[src/rtl/hex_display_arbiter.sv]
`default_nettype none
// ============================================================================
// Module   : hex_display_arbiter
// Purpose  : Round-robin, dwell-limited sharing of a six-digit active-low
//            seven-segment bank between two requesting message sources.
// Revision : 1.0 - initial release
// ============================================================================
module hex_display_arbiter #(
   parameter int TICK_DIV    = 50_000_000,
   parameter int DWELL_TICKS = 2
) (
   input  logic        clk,
   input  logic        rst,
   input  logic        req0,
   input  logic [23:0] msg0,
   input  logic        req1,
   input  logic [23:0] msg1,
   output logic        gnt0,
   output logic        gnt1,
   output logic        busy,
   output logic [6:0]  HEX0,
   output logic [6:0]  HEX1,
   output logic [6:0]  HEX2,
   output logic [6:0]  HEX3,
   output logic [6:0]  HEX4,
   output logic [6:0]  HEX5
);

   localparam int PW = $clog2(TICK_DIV);
   localparam int DW = $clog2(DWELL_TICKS + 1);

   localparam logic [PW-1:0] c_TICK_LAST = PW'(TICK_DIV - 1);
   localparam logic [DW-1:0] c_DWELL_MAX = DW'(DWELL_TICKS);
   localparam logic [DW-1:0] c_DWELL_PRE = DW'(DWELL_TICKS - 1);
   localparam logic [6:0]    c_BLANK     = 7'b1111111;

   typedef enum logic [1:0] {
      S_IDLE = 2'd0,
      S_OWN0 = 2'd1,
      S_OWN1 = 2'd2
   } state_t;

   state_t          r_state;
   logic            r_last;
   logic [PW-1:0]   r_presc;
   logic [DW-1:0]   r_dwell;

   state_t          w_next;
   logic            w_tick;
   logic            w_expired;
   logic            w_grant;
   logic [23:0]     w_msg;
   logic [6:0]      w_hex [6];

   function automatic logic [6:0] seg7(input logic [3:0] d);
      case (d)
         4'h0:    seg7 = 7'b1000000;
         4'h1:    seg7 = 7'b1111001;
         4'h2:    seg7 = 7'b0100100;
         4'h3:    seg7 = 7'b0110000;
         4'h4:    seg7 = 7'b0011001;
         4'h5:    seg7 = 7'b0010010;
         4'h6:    seg7 = 7'b0000010;
         4'h7:    seg7 = 7'b1111000;
         4'h8:    seg7 = 7'b0000000;
         4'h9:    seg7 = 7'b0010000;
         4'hC:    seg7 = 7'b1000110;
         4'hE:    seg7 = 7'b0000110;
         default: seg7 = c_BLANK;
      endcase
   endfunction

   assign w_tick = (r_state != S_IDLE) && (r_presc == c_TICK_LAST);

   // Counting the tick that completes the dwell lets the switch happen on
   // that edge, making a contested dwell exactly DWELL_TICKS*TICK_DIV cycles.
   assign w_expired = (r_dwell == c_DWELL_MAX) ||
                      (w_tick && (r_dwell == c_DWELL_PRE));

   always_comb begin
      w_next = r_state;
      case (r_state)
         S_IDLE: begin
            if (req0 && req1)
               w_next = r_last ? S_OWN0 : S_OWN1;
            else if (req0)
               w_next = S_OWN0;
            else if (req1)
               w_next = S_OWN1;
         end
         S_OWN0: begin
            if (!req0)
               w_next = req1 ? S_OWN1 : S_IDLE;
            else if (w_expired && req1)
               w_next = S_OWN1;
         end
         S_OWN1: begin
            if (!req1)
               w_next = req0 ? S_OWN0 : S_IDLE;
            else if (w_expired && req0)
               w_next = S_OWN0;
         end
         default: w_next = S_IDLE;
      endcase
   end

   assign w_grant = (w_next != S_IDLE) && (w_next != r_state);
   assign w_msg   = (w_next == S_OWN1) ? msg1 : msg0;

   always_comb begin
      for (int k = 0; k < 6; k++) begin
         w_hex[k] = (w_next == S_IDLE) ? c_BLANK : seg7(w_msg[4*k +: 4]);
      end
   end

   always_ff @(posedge clk) begin
      if (rst) begin
         r_state <= S_IDLE;
         r_last  <= 1'b1;
         r_presc <= '0;
         r_dwell <= '0;
         gnt0    <= 1'b0;
         gnt1    <= 1'b0;
         busy    <= 1'b0;
         HEX0    <= c_BLANK;
         HEX1    <= c_BLANK;
         HEX2    <= c_BLANK;
         HEX3    <= c_BLANK;
         HEX4    <= c_BLANK;
         HEX5    <= c_BLANK;
      end else begin
         r_state <= w_next;
         if (w_grant) begin
            r_last  <= (w_next == S_OWN1);
            r_presc <= '0;
            r_dwell <= '0;
         end else if (w_next == S_IDLE) begin
            r_presc <= '0;
            r_dwell <= '0;
         end else begin
            r_presc <= w_tick ? '0 : r_presc + PW'(1);
            if (w_tick && (r_dwell != c_DWELL_MAX))
               r_dwell <= r_dwell + DW'(1);
         end
         gnt0 <= (w_next == S_OWN0);
         gnt1 <= (w_next == S_OWN1);
         busy <= (w_next != S_IDLE);
         HEX0 <= w_hex[0];
         HEX1 <= w_hex[1];
         HEX2 <= w_hex[2];
         HEX3 <= w_hex[3];
         HEX4 <= w_hex[4];
         HEX5 <= w_hex[5];
      end
   end

endmodule
`default_nettype wire

[config.mk]
export PLATFORM = sky130hd
export DESIGN_NAME = hex_display_arbiter
export DESIGN_NICKNAME = d
export VERILOG_FILES = /design/src/rtl/hex_display_arbiter.sv
export SDC_FILE = /design/constraint.sdc
export NUM_CORES = 1
export LEC_CHECK = 0
export CORE_UTILIZATION = 53
export CTS_CLUSTER_DIAMETER = 80
export CTS_CLUSTER_SIZE = 25
export DETAILED_ROUTE_END_ITERATION = 16
export PLACE_DENSITY = 0.82
export SYNTH_ARGS = -nofsm -noshare
export SYNTH_HDL_FRONTEND = slang
export SYNTH_SLANG_ARGS = --single-unit
[constraint.sdc]
create_clock -name clk -period 4.27 [get_ports clk]
set_input_delay 0.854 -clock clk [delete_from_list [all_inputs] [get_ports clk]]
set_output_delay 0.854 -clock clk [all_outputs]
set_load 0.02 [all_outputs]
==> metrics.md <==
| Metric | Value |
|---|---|
| Cell row count | 35 |
| Actual slew at the worst max-slew pin | 0.939 ns |
| First-pass GRT wire length | 19.4 mm |
| Crit-path cells | ha_1 -> and3_1 -> or4b_4 -> o21bai_2 -> a311o_2 -> buf_12 -> mux2i_1 -> inv_1 -> ha_1 -> and3_1 -> nor4_1 -> o21ai_1 |
| Final Skew | 0.00675 ns |
| Total design power | 0.00189 W |
| TNS Setup | 0 ns |
| Proportion of layout cells with a drive suffix above 1 | 6.66% |
| Worst hold margin | 0.471 ns |
| Core footprint | 9200 sq um |
| Yosys warnings | 0 |
| Gr usage total | 24.4% |
| CTS Hold Bufs | 0 |
| Number of global-route vias before repair | 4301 |
| NumNets Final | 756 |
| Gp weighted congestion | 0.967 |
| Slew HR | 37.4% |
| Buf/Inv on CP | 2 |
| Starting density of the core | 54.6% |
| Worst-path clk slew | 0.08 ns |
| P&R area growth vs syn | 22.7% |
| Dpl hpwl | 8.52 mm |
| Pleak | 2.48 nW |
| Critical Path Max Stage Delay | 0.50 ns |
| Yosys reg bits | 76 |
| Top cell type's share of synthesized area | 30.3% |
| CTS tree | built |
| CP top delay family | simple AND/OR/NAND/NOR gates |
| Post-synthesis async set-or-reset flop share | 0% |
| DR vias/cell | 5.74 |
| Final ANT Viol Nets | 0 |
| Boundary pin count | 97 |
| Post-layout instance area | 6160 sq um |
| CTS Buf Count | 9 |
| GRT overflow | 0 |
| Worst hold path type | flop to flop |
| Top cells by count, synth | dfxtp_1, nor2_1, nand2_1 |
| Hold Fails Final Rpt | 0 |
| Die height | 99.3 um |
| Drt pass-1 iters | 5 |
| Antenna violations before repair | 0 |
| Port Buf Inserts | 96 |
| Drt first-iter violations | 361 |
| Number of synthesized flops with an enable pin | 0 |
| Max clock buf depth | 2 |
| Die width | 99.3 um |
| Cell variety after synth | 58 |
| Critical path capture point type | flop |
| Syn Nets | 688 |
| Period minus WS final | 3.58 ns |
| H-tree levels | 3 |
| Post-synthesis cell area | 5020 sq um |
| DRC Markers | 0 |
| Worst setup SP type | flop |
| Total setup buffers inserted after CTS | 0 |
| Unrepaired setup endpoints after global routing | false |
| Avg Cell Area, Syn | 8.32 sq um |
| Largest net degree at the start of global routing | 56 |
| Count leader, synth | dfxtp_1 |
| Sequential-to-total area share from yosys stat | 30.3% |
| Post-Synthesis Cells | 603 |
| Dominant cell type by area after synthesis | dfxtp_1 |
| CP max stage cell | or4b_4 |
| Root buffer cell | clkbuf_8 |
| Final core occ | 67.0% |
| Clk Latency, worst-skew pair | 0.35 ns |
| Final slew viol count | 0 |
| PD cells | 308 nW/um^2 |
| Outcome | complete, no violations |
| WS Path Type | flop to flop |
| Full die area | 9860 sq um |
| CP Max Fanout | 55 |
| Clock Sinks | 76 |
| Resized cells post-CTS | 0 |
| WL per Instance | 14.9 um |
| DR vias | 4519 |
| Antenna fix cells | 0 |
| Largest cells by area after synthesis | dfxtp_1, ha_1, mux2i_1 |
| Ys flop type | dfxtp_1 |
| Setup violators final | 0 |
| Crit path required time | 4.50 ns |
| Period utilization | 84.0% |
| Max-cap check violation count | 0 |
| Achievable Freq | 279 MHz |
| Peak VDD IR | 224 uV |
| Final wirelength | 11.7 mm |
| Critical path arrival | 3.82 ns |
| Placed cell areas | 5950 sq um |
[layer usage]
metal / wire (um) / share of wire, % / vias up / track usage, %
met5: 0 / 0 / - / 0
met4: 230 / 2.0 / 0 / 9.16
met3: 802 / 6.9 / 17 / 5.97
met2: 5720 / 49 / 163 / 42.8
met1: 4940 / 42 / 2105 / 28.7
li1: - / - / 2234 / -
[final timing paths]
kind | cells past startpoint | end | startpoint | slack (ns)
hold reg to reg | 1 | r_presc[0]$_SDFF_PP0_ | r_presc[0]$_SDFF_PP0_ | 0.47
setup reg to reg | 12 | HEX0[3]$_SDFF_PP1_ | r_presc[0]$_SDFF_PP0_ | 0.69
setup / recovery | 12 | HEX0[3]$_SDFF_PP1_ | r_presc[0]$_SDFF_PP0_ | 0.69
hold / removal | 1 | r_presc[0]$_SDFF_PP0_ | r_presc[0]$_SDFF_PP0_ | 0.47
[per-stage QoR]
step           cells  worst slack, ns
3_3_place_gp     771            0.774
2_1_floorplan    603            0.683
4_1_cts          787            0.707
6_report         787            0.685
5_1_grt          787            0.404
3_5_place_dp     771            0.618
[cells by family (layout without fill, tap and decap cells)]
family	count (synthesis)	in the layout	synth area share, %
buffers and inverters	76	149	6.73
XOR/XNOR	37	37	6.46
AO/OA/AOI/OAI	105	105	13.8
adder cells (fa/ha/maj)	33	33	8.23
flip-flops	76	76	30.3
multiplexers	51	51	11.3
AND/OR/NAND/NOR	225	225	23.1
[cell type report]
type / instances / area (sq um)
multi-input combinational: 451 / 3160
fill: 752 / 3040
sequential: 76 / 1520
timing repair buffer: 100 / 1000
tap: 111 / 139
clock buffer: 10 / 138
inverter: 33 / 124
clock inverter: 6 / 71.3
[flip-flops by register name (all words and copies together), names as in the netlist]
name	count
r_presc	26
r_state	2
HEX0	7
gnt1	1
HEX1	7
HEX2	7
r_last	1
r_dwell	2
HEX5	7
busy	1
gnt0	1
HEX3	7
HEX4	7
[worst register-to-register path, cell delays in order (launching register included)]
cell and delay (ns):
dfxtp_1 0.37, ha_1 0.19, and3_1 0.26, or4b_4 0.50
o21bai_2 0.30, a311o_2 0.27, buf_12 0.26, mux2i_1 0.45
inv_1 0.13, ha_1 0.21, and3_1 0.14, nor4_1 0.28
o21ai_1 0.11
[placed cells by master, fill, tap and decap left out, types with 11 or more instances in the layout]
master	instances
mux2i_1	31
o21ai_1	13
nor3_1	12
nor2_1	66
mux2_2	11
inv_1	33
nand2_1	54
dfxtp_1	76
o21ai_0	33
clkdlybuf4s50_1	96
xor2_1	27
ha_1	33
nand3_1	19
[report_power, final]
part	internal (W)	switching [W]
logic	0.000256	0.000296
registers	0.000755	0.0000187
clock network	0.000290	0.000279
total	0.00130	0.000593
Note: power is estimated with default switching activity, not from simulation.
